### src/rtl/brute_pkg.sv
// ============================================================================
// brute_pkg : shared state encoding and ASCII constants for the PIN sequencer
// Revision  : 1.0
// ============================================================================
`default_nettype none

package brute_pkg;

  typedef enum logic [2:0] {
    ST_IDLE        = 3'd0,
    ST_RESET       = 3'd1,
    ST_WAIT_PROMPT = 3'd2,
    ST_SEND        = 3'd3,
    ST_WAIT_RESP   = 3'd4,
    ST_NEXT        = 3'd5,
    ST_FOUND       = 3'd6,
    ST_EXHAUSTED   = 3'd7
  } state_t;

  localparam logic [7:0] ASCII_ZERO = 8'h30;
  localparam logic [7:0] ASCII_LF   = 8'h0A;
  localparam logic [3:0] BCD_NINE   = 4'd9;

  function automatic logic [7:0] digit_to_ascii(input logic [3:0] d);
    return ASCII_ZERO + {4'h0, d};
  endfunction

endpackage

`default_nettype wire

### src/rtl/bcd_counter.sv
// ============================================================================
// bcd_counter : multi-digit BCD counter with ripple carry and all-nines flag
// Revision    : 1.0
// ============================================================================
`default_nettype none

module bcd_counter
  import brute_pkg::*;
#(
  parameter int DIGITS = 4
) (
  input  logic                clk,
  input  logic                rst,
  input  logic                clr,
  input  logic                inc,
  output logic [4*DIGITS-1:0] value,
  output logic                all_nines
);

  logic [4*DIGITS-1:0] value_next;
  logic                nines;
  logic                carry;
  logic [3:0]          d;

  always_comb begin
    value_next = value;
    nines      = 1'b1;
    carry      = 1'b1;
    d          = 4'd0;
    for (int i = 0; i < DIGITS; i++) begin
      d = value[4*i +: 4];
      if (d != BCD_NINE) nines = 1'b0;
      if (carry) begin
        if (d == BCD_NINE) begin
          value_next[4*i +: 4] = 4'd0;
        end else begin
          value_next[4*i +: 4] = d + 4'd1;
          carry                = 1'b0;
        end
      end
    end
  end

  assign all_nines = nines;

  always_ff @(posedge clk or posedge rst) begin
    if (rst) begin
      value <= '0;
    end else if (clr) begin
      value <= '0;
    end else if (inc) begin
      value <= value_next;
    end
  end

endmodule

`default_nettype wire

### src/rtl/brute_sequencer.sv
// ============================================================================
// brute_sequencer : drives reset/prompt/send/classify loop of a PIN brute force
// Revision        : 1.0
// ============================================================================
`default_nettype none

module brute_sequencer
  import brute_pkg::*;
#(
  parameter int         CODE_LEN    = 4,
  parameter int         RST_CYCLES  = 16,
  parameter int         TIMEOUT     = 1000000,
  parameter logic [7:0] PROMPT_BYTE = 8'h3E,
  parameter logic [7:0] OK_BYTE     = 8'h4F,
  parameter logic [7:0] FAIL_BYTE   = 8'h58
) (
  input  logic                  clk,
  input  logic                  rst,
  input  logic                  start,
  input  logic                  abort,
  input  logic [7:0]            rx_data,
  input  logic                  rx_valid,
  output logic [7:0]            tx_data,
  output logic                  tx_valid,
  input  logic                  tx_ready,
  output logic                  target_rst_n,
  output logic                  busy,
  output logic                  found,
  output logic                  exhausted,
  output logic [4*CODE_LEN-1:0] code,
  output logic [31:0]           attempts
);

  localparam int TW = $clog2(TIMEOUT + 1);
  localparam int RW = $clog2(RST_CYCLES + 1);
  localparam int IW = $clog2(CODE_LEN + 1);

  state_t          state, state_next;
  logic [TW-1:0]   timer;
  logic [RW-1:0]   rst_cnt;
  logic [IW-1:0]   send_idx;
  logic            code_clr, code_inc, code_all_nines;
  logic            idle_like, rst_done, timer_expired, prompt_seen, tx_fire, last_fire;

  // Byte idx of the transmit frame: digits MSD first, then LF.
  function automatic logic [7:0] send_byte(input logic [IW-1:0] idx,
                                           input logic [4*CODE_LEN-1:0] c);
    int pos;
    pos = 0;
    if (int'(idx) >= CODE_LEN) return ASCII_LF;
    pos = CODE_LEN - 1 - int'(idx);
    return digit_to_ascii(c[4*pos +: 4]);
  endfunction

  assign idle_like     = (state == ST_IDLE) || (state == ST_FOUND) || (state == ST_EXHAUSTED);
  assign rst_done      = (rst_cnt == RW'(RST_CYCLES - 1));
  assign timer_expired = (timer == TW'(TIMEOUT - 1));
  assign prompt_seen   = rx_valid && (rx_data == PROMPT_BYTE);
  assign tx_fire       = tx_valid && tx_ready;
  assign last_fire     = tx_fire && (send_idx == IW'(CODE_LEN));

  bcd_counter #(.DIGITS(CODE_LEN)) u_code (
    .clk       (clk),
    .rst       (rst),
    .clr       (code_clr),
    .inc       (code_inc),
    .value     (code),
    .all_nines (code_all_nines)
  );

  always_ff @(posedge clk or posedge rst) begin
    if (rst) state <= ST_IDLE;
    else     state <= state_next;
  end

  always_comb begin
    state_next = state;
    code_clr   = 1'b0;
    code_inc   = 1'b0;
    if (abort) begin
      state_next = ST_IDLE;
    end else begin
      case (state)
        ST_IDLE, ST_FOUND, ST_EXHAUSTED: begin
          if (start) begin
            state_next = ST_RESET;
            code_clr   = 1'b1;
          end
        end
        ST_RESET: begin
          if (rst_done) state_next = ST_WAIT_PROMPT;
        end
        ST_WAIT_PROMPT: begin
          if (prompt_seen)        state_next = ST_SEND;
          else if (timer_expired) state_next = ST_RESET;
        end
        ST_SEND: begin
          if (last_fire) state_next = ST_WAIT_RESP;
        end
        ST_WAIT_RESP: begin
          if (rx_valid && rx_data == OK_BYTE)        state_next = ST_FOUND;
          else if (rx_valid && rx_data == FAIL_BYTE) state_next = ST_NEXT;
          else if (timer_expired)                    state_next = ST_NEXT;
        end
        ST_NEXT: begin
          if (code_all_nines) begin
            state_next = ST_EXHAUSTED;
          end else begin
            state_next = ST_RESET;
            code_inc   = 1'b1;
          end
        end
        default: state_next = ST_IDLE;
      endcase
    end
  end

  // Timer and reset counter restart whenever the state changes.
  always_ff @(posedge clk or posedge rst) begin
    if (rst) begin
      timer    <= '0;
      rst_cnt  <= '0;
      send_idx <= '0;
      attempts <= '0;
    end else begin
      if (state_next == state && (state == ST_WAIT_PROMPT || state == ST_WAIT_RESP))
        timer <= timer + TW'(1);
      else
        timer <= '0;

      if (state == ST_RESET && state_next == ST_RESET) rst_cnt <= rst_cnt + RW'(1);
      else                                             rst_cnt <= '0;

      if (state != ST_SEND)                              send_idx <= '0;
      else if (tx_fire && send_idx != IW'(CODE_LEN))     send_idx <= send_idx + IW'(1);

      if (!abort) begin
        if (idle_like && start)  attempts <= '0;
        else if (state == ST_NEXT) attempts <= attempts + 32'd1;
      end
    end
  end

  // First SEND cycle loads byte 0; each handshake loads the following byte.
  always_ff @(posedge clk or posedge rst) begin
    if (rst) begin
      tx_valid <= 1'b0;
      tx_data  <= 8'h00;
    end else if (abort || state != ST_SEND) begin
      tx_valid <= 1'b0;
    end else if (!tx_valid) begin
      tx_valid <= 1'b1;
      tx_data  <= send_byte(send_idx, code);
    end else if (tx_fire) begin
      if (last_fire) tx_valid <= 1'b0;
      else           tx_data  <= send_byte(send_idx + IW'(1), code);
    end
  end

  assign target_rst_n = (state != ST_RESET);
  assign busy         = !idle_like;
  assign found        = (state == ST_FOUND);
  assign exhausted    = (state == ST_EXHAUSTED);

endmodule

`default_nettype wire
### config.mk
export PLATFORM = sky130hd
export DESIGN_NAME = brute_sequencer
export DESIGN_NICKNAME = d
export VERILOG_FILES = /design/src/rtl/brute_pkg.sv /design/src/rtl/bcd_counter.sv /design/src/rtl/brute_sequencer.sv
export SDC_FILE = /design/constraint.sdc
export NUM_CORES = 1
export LEC_CHECK = 0
export CAP_MARGIN = 20
export CORE_MARGIN = 2
export CORE_UTILIZATION = 59
export DETAILED_ROUTE_END_ITERATION = 10
export GPL_TIMING_DRIVEN = 0
export PLACE_DENSITY = 0.88
export SYNTH_ARGS = -nofsm -noshare
export SYNTH_HDL_FRONTEND = slang
export SYNTH_SLANG_ARGS = --single-unit
### constraint.sdc
create_clock -name clk -period 5.8 [get_ports clk]
set_clock_uncertainty 0.1 [all_clocks]
set_input_delay 1.16 -clock clk [delete_from_list [all_inputs] [get_ports clk]]
set_output_delay 1.16 -clock clk [all_outputs]
set_load 0.02 [all_outputs]
==> results of run 1 <==
==> Yosys cell counts, types with 11 or more instances <==
cell type	n	area share [%]
o21ai_0	14	1.4
nor4_1	23	2.9
nand4_1	16	2.0
clkbuf_1	21	1.6
xor2_1	11	1.9
or4_1	16	2.4
xnor2_1	20	3.5
nand2_1	33	2.5
a21oi_1	35	3.5
dfrtp_1	85	43
o31ai_1	16	2.4
inv_1	23	1.7
nand3_1	22	2.2
ha_1	13	3.3
nor3_1	11	1.1
nor2_1	27	2.0
==> cell families after synthesis <==
family | Yosys count | share of synthesized area, %
xor+xnor | 31 | 5.439
simple gates | 213 | 24.99
fa+ha+maj | 13 | 3.258
mux | 16 | 5.288
compound gates | 105 | 13.81
buf+inv | 54 | 4.536
other cells | 1 | 0.07512
flops | 85 | 42.61
==> per-stage QoR <==
step	std cells	setup slack [ns]	instance area [um^2]	total power [W]	util (%)
global placement	696	1.086	5848	0.0008802	71.17
detailed placement	697	2.097	5871	0.0008912	71.45
CTS	712	2.163	6117	0.001401	74.45
floorplan	519	2.347	4996	0.0007913	-
finish	712	2.170	6117	0.001397	74.45
global route	712	2.020	6117	0.001457	74.45
==> sequential cells by signal, summed over array words and instances, names as in the netlist <==
name,flops
tx_valid,1
rst_cnt,5
attempts,32
state,3
timer,20
u_code.value,16
tx_data,5
send_idx,3
==> per-layer routing <==
metal  wire length (um)  track usage, %
met5                  0               0
met4                194           8.214
met3                811           4.855
met2               6483           48.55
met1               5276           39.26
==> how the worst max path moves through the flow <==
stage	end	depth (start not counted)	from	slack [ns]
final	found	5	state[0]$_DFF_PP0_	2.17
after global routing	found	5	state[0]$_DFF_PP0_	2.02
after CTS	found	5	state[0]$_DFF_PP0_	2.16
after detailed placement	timer[7]$_DFF_PP0_	7	rx_data[5]	2.10
after global placement	tx_data[0]$_DFFE_PP0P_	2	rst	1.09
after floorplan	attempts[0]$_DFFE_PP0P_	1	rst	2.35
==> final cells by class <==
cell class | instances | area share, %
clock buffers | 11 | 2.475
plain buffers | 31 | 2.291
repair buffers | 73 | 12.11
multi-input cells | 380 | 43.20
well taps | 105 | 2.148
flip-flops and latches | 85 | 34.77
clock inverters | 4 | 1.555
inverters | 23 | 1.452
==> worst max-delay path, stage by stage, from the launching register on <==
cell and delay [ns]:
dfrtp_1 0.33, buf_2 0.20, buf_1 0.40, clkbuf_1 0.40, nor2_1 0.12, clkdlybuf4s50_1 0.57
==> power breakdown <==
group	total (W)	internal, W	switching (W)
Sequential	0.000650	0.000617	0.0000333
Combinational	0.000232	0.000101	0.000131
Clock	0.000515	0.000307	0.000208
Total	0.00140	0.00102	0.000372
==> flow_summary_export.csv, run 1 <==
group,metric,value,unit
timing,worst_hold_slack,0.3850,ns
floorplan,die_area,9213,um^2
clock_tree,postCtsSetupBuffers,0,
route,drtIter0Drc,320,
cells_and_area,regArea,2127,um^2
timing,slew_headroom,40.54,%
worst_setup_path,endpoint_kind,"output pin",
clock_tree,clkTransAtPathRegs,0.08,ns
clock_tree,htreeDepth,3,
cells_and_area,diodes,0,
cells_and_area,drive_above_1_share,7.084,%
grt,antenna_found_initial,0,
grt,grt_pass1_wl,20970,um
floorplan,fp.coreArea,8217,um^2
route,num_vias,4595,
power_and_ir_drop,power.density,228.4,nW/um^2
worst_setup_path,r2r_slack,3.08,ns
floorplan,io_pins,75,
timing,setup_tns,0,ns
clock_tree,clk-insertion-delay-late,0.35,ns
route,drt-vias-per-instance,6.454,
job,maxCapViolations,0,
worst_setup_path,worstReg2RegStart,"u_code.value[0]$_DFFE_PP0P_",
route,dr.pass1.iters,5,
yosys,yosysSeqAreaShare,42.61,%
grt,first_global_vias,4269,
cells_and_area,multi_input_area,2643,um^2
min_path,hold_depth,1,
route,wl_per_cell,17.93,um
cells_and_area,nets,630,
yosys,syn_inst,518,
route,drcViolationCount,0,
grt,grt_start_max_net_pins,45,
yosys,syn_area,4992,um^2
worst_setup_path,crit_required,4.54,ns
min_path,hold_path.class,"reg -> reg",
worst_setup_path,critPathLaunchType,"flip-flop",
clock_tree,cts_buffer_depth,2,
clock_tree,numCtsBuffers,9,
grt,groute.usage.overall,29.09,%
timing,finalHoldViolCount,0,
route,totalWireLength,12770,um
clock_tree,cts_root_buffer,"clkbuf_8",
yosys,yosys_warnings,0,
placement,gp_congestion,0.8756,
yosys,synth_cell_types,63,
grt,grt-ovfl-total,0,
yosys,synth_ff_type,"dfrtp_1",
yosys,ys_async_sr_fraction,100.0,%
timing,min_period,3.630,ns
timing,drv_slew,0,
min_path,worstHoldStart,"rst_cnt[0]$_DFF_PP0_",
worst_setup_path,crit_fanout,10,
timing,min_period_over_period,62.59,%
power_and_ir_drop,worst_ir_drop_vdd,141.3,uV
clock_tree,cts_tree,"yes",
cells_and_area,fill_cells,556,
timing,clock.fmax,0.2755,GHz
floorplan,fp-row-count,33,
min_path,worstHoldEndpoint,"rst_cnt[0]$_DFF_PP0_",
yosys,synth_edf_count,0,
cells_and_area,syn_to_final_growth,22.53,%
route,postRouteAntennaNets,0,
cells_and_area,final_common_cell,"dfrtp_1",
timing,setup_viol,0,
worst_setup_path,reg2reg_depth,6,
worst_setup_path,crit_arrival,2.37,ns
power_and_ir_drop,leakage,2.378,nW
timing,tightest_slew,0.8838,ns
placement,hpwl,8978,um
yosys,ys_ff_latch,85,
clock_tree,clock-sinks,85,
cells_and_area,final_cell_mix,"85 x dfrtp_1, 72 x clkdlybuf4s50_1, 35 x a21oi_1",
yosys,syn_area_per_cell,9.638,um^2
floorplan,initial_core_util,60.76,%
worst_setup_path,crit_type,"reg -> out",
outcome,outcome,"finished clean",
floorplan,die_width,95.99,um
clock_tree,cts.repair.resized,0,
clock_tree,hold_buffers,0,
worst_setup_path,reg2reg_to,"u_code.value[4]$_DFFE_PP0P_",
floorplan,fp.dieH,95.99,um
placement,io_buffers,72,
timing,rsz0062_at_grt,"no",
Power figures use the tool's default switching activity.
==> run 2: changes to the inputs <==
CORE_UTILIZATION = 49   (was 59)
PLACE_DENSITY = 0.78   (was 0.88)
clock period = 3.18 ns   (was 5.8 ns; I/O delays follow)
==> run 2 against run 1 <==
Effect of this change:
- sequential share of layout area shrank 0.085 points
- first-iteration DRC count is 30% lower
- hold slack better by 0.0017 ns
- non-clock buffer count down 1
- cell count is 3.9% higher
- clock power up 69%
- sequential power is 83% higher
- die area up 20%
- combinational power up 86%
- power grew 78%
- largest cell class unchanged
- highest routed layer unchanged
==> flow_summary_export.csv, run 2 (synthesized netlist as in run 1, its figures left out) <==
group,metric,value,unit
cells_and_area,diodes,0,
timing,tightest_slew,0.8768,ns
floorplan,die_area,11010,um^2
grt,grt-ovfl-total,0,
cells_and_area,final_common_cell,"dfrtp_1",
worst_setup_path,critPathLaunchType,"primary input",
route,dr.pass1.iters,5,
clock_tree,hold_buffers,0,
cells_and_area,regArea,2127,um^2
timing,rsz0062_at_grt,"no",
grt,grt_pass1_wl,20870,um
floorplan,die_width,104.9,um
clock_tree,cts_tree,"yes",
clock_tree,clk-insertion-delay-late,0.37,ns
cells_and_area,drive_above_1_share,7.084,%
timing,setup_viol,0,
worst_setup_path,crit_arrival,3.11,ns
route,postRouteAntennaNets,0,
route,num_vias,4506,
floorplan,io_pins,75,
clock_tree,cts_buffer_depth,2,
route,drtIter0Drc,223,
clock_tree,numCtsBuffers,9,
power_and_ir_drop,fin_total_pwr,0.002491,W
cells_and_area,fill_cells,850,
clock_tree,htreeDepth,3,
grt,antenna_found_initial,0,
cells_and_area,multi_input_area,2643,um^2
clock_tree,clock-sinks,85,
floorplan,fp.coreArea,9819,um^2
power_and_ir_drop,leakage,2.366,nW
cells_and_area,biggestRegsByFlops,"attempts (32), timer (20), u_code.value (16)",
route,totalWireLength,12640,um
clock_tree,clkTransAtPathRegs,0.09,ns
route,wl_per_cell,17.09,um
timing,clock.fmax,0.3392,GHz
timing,min_period_over_period,92.71,%
cells_and_area,final_cell_mix,"85 x dfrtp_1, 72 x clkdlybuf4s50_1, 35 x a21oi_1",
placement,io_buffers,72,
cells_and_area,largest_register_ffs,32,
grt,first_global_vias,4289,
floorplan,fp-row-count,36,
route,drcViolationCount,0,
grt,groute.usage.overall,23.09,%
min_path,hold_path.class,"reg -> reg",
cells_and_area,nets,629,
worst_setup_path,endpoint_kind,"flip-flop",
clock_tree,cts_root_buffer,"clkbuf_8",
job,maxCapViolations,0,
floorplan,initial_core_util,50.84,%
grt,grt_start_max_net_pins,68,
power_and_ir_drop,worst_ir_drop_vdd,241.1,uV
worst_setup_path,crit_required,3.35,ns
cells_and_area,syn_to_final_growth,22.83,%
worst_setup_path,crit_fanout,10,
outcome,outcome,"finished clean",
placement,gp_congestion,0.9028,
route,drt-vias-per-instance,6.089,
floorplan,fp.dieH,104.9,um
placement,hpwl,9082,um
clock_tree,postCtsSetupBuffers,0,
timing,worst_hold_slack,0.3867,ns
clock_tree,cts.repair.resized,0,
timing,min_period,2.948,ns
timing,finalHoldViolCount,0,
cells_and_area,largest-register,"attempts",
power_and_ir_drop,power.density,406.2,nW/um^2
worst_setup_path,crit_type,"in -> reg",
timing,slew_headroom,41.01,%
timing,drv_slew,0,
-- run 2: cell count changes in the layout (fill, tap and decap cells not counted), sizes merged --
cell,previous run,this run
buf,11,10
bufinv,3,2
clkbuf,32,31
clkinv,1,2
inv,23,25
-- run 2: metrics by stage --
stage / TNS (ns) / cell area (um^2) / utilization, % / setup WS, ns / cells
after detailed placement: -0.01087 / 5913 / 60.22 / -0.01087 / 725
final: 0 / 6132 / 62.45 / 0.2317 / 740
after floorplan: 0 / 4996 / - / 0.2505 / 519
after CTS: 0 / 6136 / 62.49 / 0.09507 / 741
after global placement: -91.46 / 5883 / 59.91 / -1.082 / 724
after global routing: 0 / 6132 / 62.45 / 0.1143 / 740
-- run 2: power by group --
part           internal, W  leakage (nW)  switching, W
Combinational     0.000187          1.09      0.000244
Clock             0.000451         0.111      0.000421
Sequential         0.00112          1.16     0.0000630
Total              0.00176          2.37      0.000728
-- run 2: layout make-up --
type | instances | area share (%)
clock inverter | 6 | 1.551
sequential | 85 | 34.69
multi-input combinational | 380 | 43.09
buffer | 30 | 2.224
clock buffer | 10 | 2.081
timing repair buffer | 73 | 12.20
inverter | 23 | 1.449
tap | 133 | 2.714
-- run 2: worst paths after layout --
check                                      from                          end  slack, ns  cells past startpoint
max                                       abort     attempts[13]$_DFFE_PP0P_       0.23                      8
min                        rst_cnt[0]$_DFF_PP0_         rst_cnt[0]$_DFF_PP0_       0.39                      1
max reg2reg                  state[0]$_DFF_PP0_     attempts[13]$_DFFE_PP0P_       0.42                      8
min reg2reg                rst_cnt[0]$_DFF_PP0_         rst_cnt[0]$_DFF_PP0_       0.39                      1
max in group asynchronous                   rst  u_code.value[9]$_DFFE_PP0P_       1.92                      3
min in group asynchronous                   rst          timer[12]$_DFF_PP0_       0.45                      2
-- run 2: worst max-delay path, cell delays in order --
cell and delay, ns:
clkdlybuf4s50_1 0.66, inv_1 0.11, nand3_1 0.15, a211o_1 0.30, clkbuf_1 0.39, clkbuf_1 0.45
o21ai_0 0.18, a21oi_1 0.22
-- run 2: metal layers --
metal	wire [um]	vias up	share of wire, %	global-route usage, %
li1	-	2114	-	-
met1	5408	2219	43	30.38
met2	6280	147	50	38.50
met3	696	26	5.5	3.681
met4	257	0	2.0	8.571
met5	0	-	0	0
==> edit 1 (settings of run 2) <==
Encoding of `state_t`: now Gray code (3 bits for 8 states).
--- a/src/rtl/brute_pkg.sv
+++ b/src/rtl/brute_pkg.sv
@@ -7,14 +7,14 @@
 package brute_pkg;
 
   typedef enum logic [2:0] {
-    ST_IDLE        = 3'd0,
-    ST_RESET       = 3'd1,
-    ST_WAIT_PROMPT = 3'd2,
-    ST_SEND        = 3'd3,
-    ST_WAIT_RESP   = 3'd4,
-    ST_NEXT        = 3'd5,
-    ST_FOUND       = 3'd6,
-    ST_EXHAUSTED   = 3'd7
+    ST_IDLE        = 3'b000,
+    ST_RESET       = 3'b001,
+    ST_WAIT_PROMPT = 3'b011,
+    ST_SEND        = 3'b010,
+    ST_WAIT_RESP   = 3'b110,
+    ST_NEXT        = 3'b111,
+    ST_FOUND       = 3'b101,
+    ST_EXHAUSTED   = 3'b100
   } state_t;
 
   localparam logic [7:0] ASCII_ZERO = 8'h30;
Check against the original RTL: no difference found for any inputs over 10 cycles, from zero or initial values and one cycle with rst high; not proved beyond that.
==> edit 1 against run 2 <==
Count of clock-buffer cells in the layout is 1 lower; sequential cell count unchanged; critical path depth decreased by 4; total power fell by 6.7%; non-clock buffer count fell by 9; synthesized area shrank 5.1%; global-route usage is 1.6 points lower; highest routed layer unchanged; largest cell class unchanged; design area fell by 4.8%; worst setup slack improved by 0.17 ns; wire length is 17% lower.
==> edit 1: results (changes against run 2) <==
- Placed insts: 696 (-4.0%)
- Pre-antenna DRT Iters: 4 (-1)
- Largest net degree at the start of global routing: 49 (-28%)
- Drt initial violations: 150 (-33%)
- Largest stage delay, worst path: 0.56 ns (-0.10 ns)
- Met3 wire length: 356 µm (-49%)
- Compound-Gate Fraction of Synth Area: 7.873% (-5.9 points)
- Via count: 3882 (-14%)
- Reg2reg setup slack: 0.40 ns (-0.02 ns)
- Metal2 WL: 5281 µm (-16%)
- Sequential share of the synthesized area: 44.91% (+2.3 points)
- Clock net power: 782 µW (-10%)
- Peak supply drop: 0.2134 mV (-11%)
- Nets: 605 (-3.8%)
- DR vias/cell: 5.452 (-10%)
- Final Power: 2.324 mW (-6.7%)
- Layout cells sized above 1: 8.062% (+0.98 points)
- Final wirelength: 10510 µm (-17%)
- First-pass GRT wire length: 17940 µm (-14%)
- Routed met1 length: 4703 µm (-13%)
- Met3 Use GR: 2.804% (-0.88 points)
- Yosys cell types: 58 (-7.9%)
- Dpl ws: 0.2192 ns (+0.2301 ns)
- Multiplexer share of the synthesized area: 4.280% (-1.0 points)
- RePlAce Congestion: 0.8877 (-1.7%)
- P_leak: 2.377 nW (+0.47%)
- Worst-Margin Slew: 0.9443 ns (+0.06750 ns)
- Met2 usage: 36.64% (-1.9 points)
- I/O Buffers: 71 (-1.4%)
- Synth Area per Inst: 9.587 µm² (-0.53%)
- Combinational power: 354 µW (-18%)
- Met1 Use GR: 28.53% (-1.8 points)
- Outcome: finished, final reports clean
edit 1: cell count changes in the layout (fill, tap and decap cells not counted), moves of 6 or more:
cell / delta
a21oi_1: -22
clkbuf_1: -9
nor2_1: +51
nor2b_1: +8
nor3_1: +6
nor4_1: -17
o21ai_0: +6
o31ai_1: -13
or4_1: -14
xor2_1: +18
edit 1: final cells by class:
cell class              count  area [µm²]
multi-input cells         369        2427
plain buffers              22       113.9
flip-flops and latches     85        2127
repair buffers             72       738.2
clock buffers               9       123.9
well taps                 129       161.4
fillers                   769        3490
inverters                  19       73.82
clock inverters             7       72.57
edit 1: worst max path at each step:
| stage | from | end | slack, ns | cells after the start |
|---|---|---|---|---|
| floorplan | rst | attempts[0] | 0.25 | 1 |
| global placement | rst | send_idx[2] | -1.11 | 2 |
| detailed placement | abort | u_code.value[15] | 0.22 | 8 |
| CTS | u_code.value[12] | u_code.value[15] | 0.38 | 8 |
| global route | u_code.value[13] | u_code.value[15] | 0.18 | 9 |
| finish | state[0] | target_rst_n | 0.40 | 4 |
==> edit 2 (config.mk and constraints of run 2) <==
Made on the original files. The parameter `RST_CYCLES` goes from 16 to 32.
--- a/src/rtl/brute_sequencer.sv
+++ b/src/rtl/brute_sequencer.sv
@@ -8,7 +8,7 @@
   import brute_pkg::*;
 #(
   parameter int         CODE_LEN    = 4,
-  parameter int         RST_CYCLES  = 16,
+  parameter int         RST_CYCLES  = 32,
   parameter int         TIMEOUT     = 1000000,
   parameter logic [7:0] PROMPT_BYTE = 8'h3E,
   parameter logic [7:0] OK_BYTE     = 8'h4F,
Behaviour: no difference found for any inputs over 10 cycles, from zero or initial values and one cycle with rst high; that may be too few to reach the edited logic, so the function may still have changed.
==> edit 2 against run 2 <==
Sequential cell count is 1 higher; synthesized area is 3.6% lower; design area down 3.5%; core utilization down 1.1 points; global-route usage is 1.0 points lower; hold slack better by 0.0057 ns; synthesized cell count is 3.3% lower; worst setup slack better by 0.0044 ns; non-clock buffer count fell by 9; wire length shrank 13%.
Power is not compared: it rests on default switching activity, and its combinational part moved more than twofold at a synthesized area within 25%.
==> edit 2: results (changes against run 2) <==
- Layout non-clock buf frac: 14.36% (-0.067 points)
- Hold Startpoint: timer[0]
- RR Endpoint: attempts[21]
- Minimum hold slack: 0.3924 ns (+0.005694 ns)
- Reg2reg setup slack: 0.53 ns (+0.11 ns)
- Placed insts: 708 (-2.3%)
- Worst-Margin Slew: 0.6614 ns (-0.2153 ns)
- Synth Area in XOR/XNOR: 10.19% (+4.8 points)
- Synth top cells by count: 86 x dfrtp_1, 72 x nor2_1, 44 x nand2_1, 38 x xor2_1, 26 x nand3_1
- Layout cells sized above 1: 7.966% (+0.88 points)
- FMAX: 339.7 MHz (+0.15%)
- Drt initial violations: 191 (-14%)
- Final wirelength: 11020 µm (-13%)
- CP startpoint: state[0]
- Die extent in x: 103.1 µm (-1.7%)
- All-layer global routing usage: 22.05% (-1.0 points)
- Multi-input gate count: 378 (-0.53%)
- I/O Buffers: 72 (unchanged)
- Vias in the first global route: 3889 (-9.3%)
- Outcome: finished, final reports clean
- Largest net degree at the start of global routing: 74 (+8.8%)
- Signal buffers: 94 (-8.7%)
- Peak supply drop: 0.2699 mV
- RePlAce Congestion: 0.8833 (-2.2%)
- Bufs on Longest Clock Path: 2 (unchanged)
- Hold Crit Depth: 1 (unchanged)
- Adder-Cell Fraction of Synth Area: 3.120% (-0.14 points)
- CTS Buf Count: 9 (unchanged)
- Yosys cell types: 61 (-3.2%)
- #FFs+latches synth: 86 (+1.2%)
- Post-route cell area: 0.005917 mm² (-3.5%)
- Multiplexer share of the synthesized area: 4.602% (-0.69 points)
- Footprint of the multi-input gates: 0.002499 mm² (-5.4%)
- CP arrival: 2.21 ns (-0.90 ns)
- Non-filler cells, final: 723 (-2.3%)
- Sequential share of the synthesized area: 44.72% (+2.1 points)
- Critical Path End: exhausted
- Hold Path Sink: timer[0]
- Dpl ws: 0.2325 ns (+0.2434 ns)
- FILL cells: 846 (-0.47%)
- Clk tree area frac: 3.172% (-0.46 points)
- First-pass GRT wire length: 18540 µm (-11%)
- Mapped Cells: 501 (-3.3%)
- Compound-Gate Fraction of Synth Area: 8.918% (-4.9 points)
- Area contributors post-synth: dfrtp_1 45%, xor2_1 6.9%, nor2_1 5.6%
- Final HPWL DP: 8039 µm (-11%)
- Largest stage delay, worst path: 0.61 ns (-0.05 ns)
- Logic inverters: 16 (-30%)
- DR vias/cell: 5.461 (-10%)
- Seq area share: 36.37% (+1.7 points)
- Sw frac: 39.39%
- Placed cell areas: 0.005733 mm² (-3.0%)
- Nets: 611 (-2.9%)
[edit 2: cell count changes in the layout (fill, tap and decap cells not counted), sizes merged, moves of 6 or more]
| cell | change |
|---|---|
| a21oi | -28 |
| nand2 | +11 |
| or4 | -13 |
| o31ai | -13 |
| clkbuf | -8 |
| inv | -6 |
| o21ai | +7 |
| nor3 | +6 |
| nor2 | +45 |
| or3 | -7 |
| nor4 | -20 |
| xor2 | +27 |
[edit 2: power groups by stage]
stage	combinational (mW)	sequential (mW)	clock, mW
after detailed placement	1.26	1.41	0
final	1.26	1.39	0.747
after floorplan	0.703	1.48	0
after CTS	1.26	1.39	0.760
after global routing	1.38	1.41	0.806
after global placement	1.22	1.40	0
[edit 2: layer usage]
layer	part of all wire (%)	vias up	global-route usage (%)	wire length (µm)
met1	45	1916	29.10	4984
met3	4.8	14	4.271	529
met5	0	-	0	0
met2	48	104	36.01	5343
met4	1.5	0	8.704	161
li1	-	1914	-	-
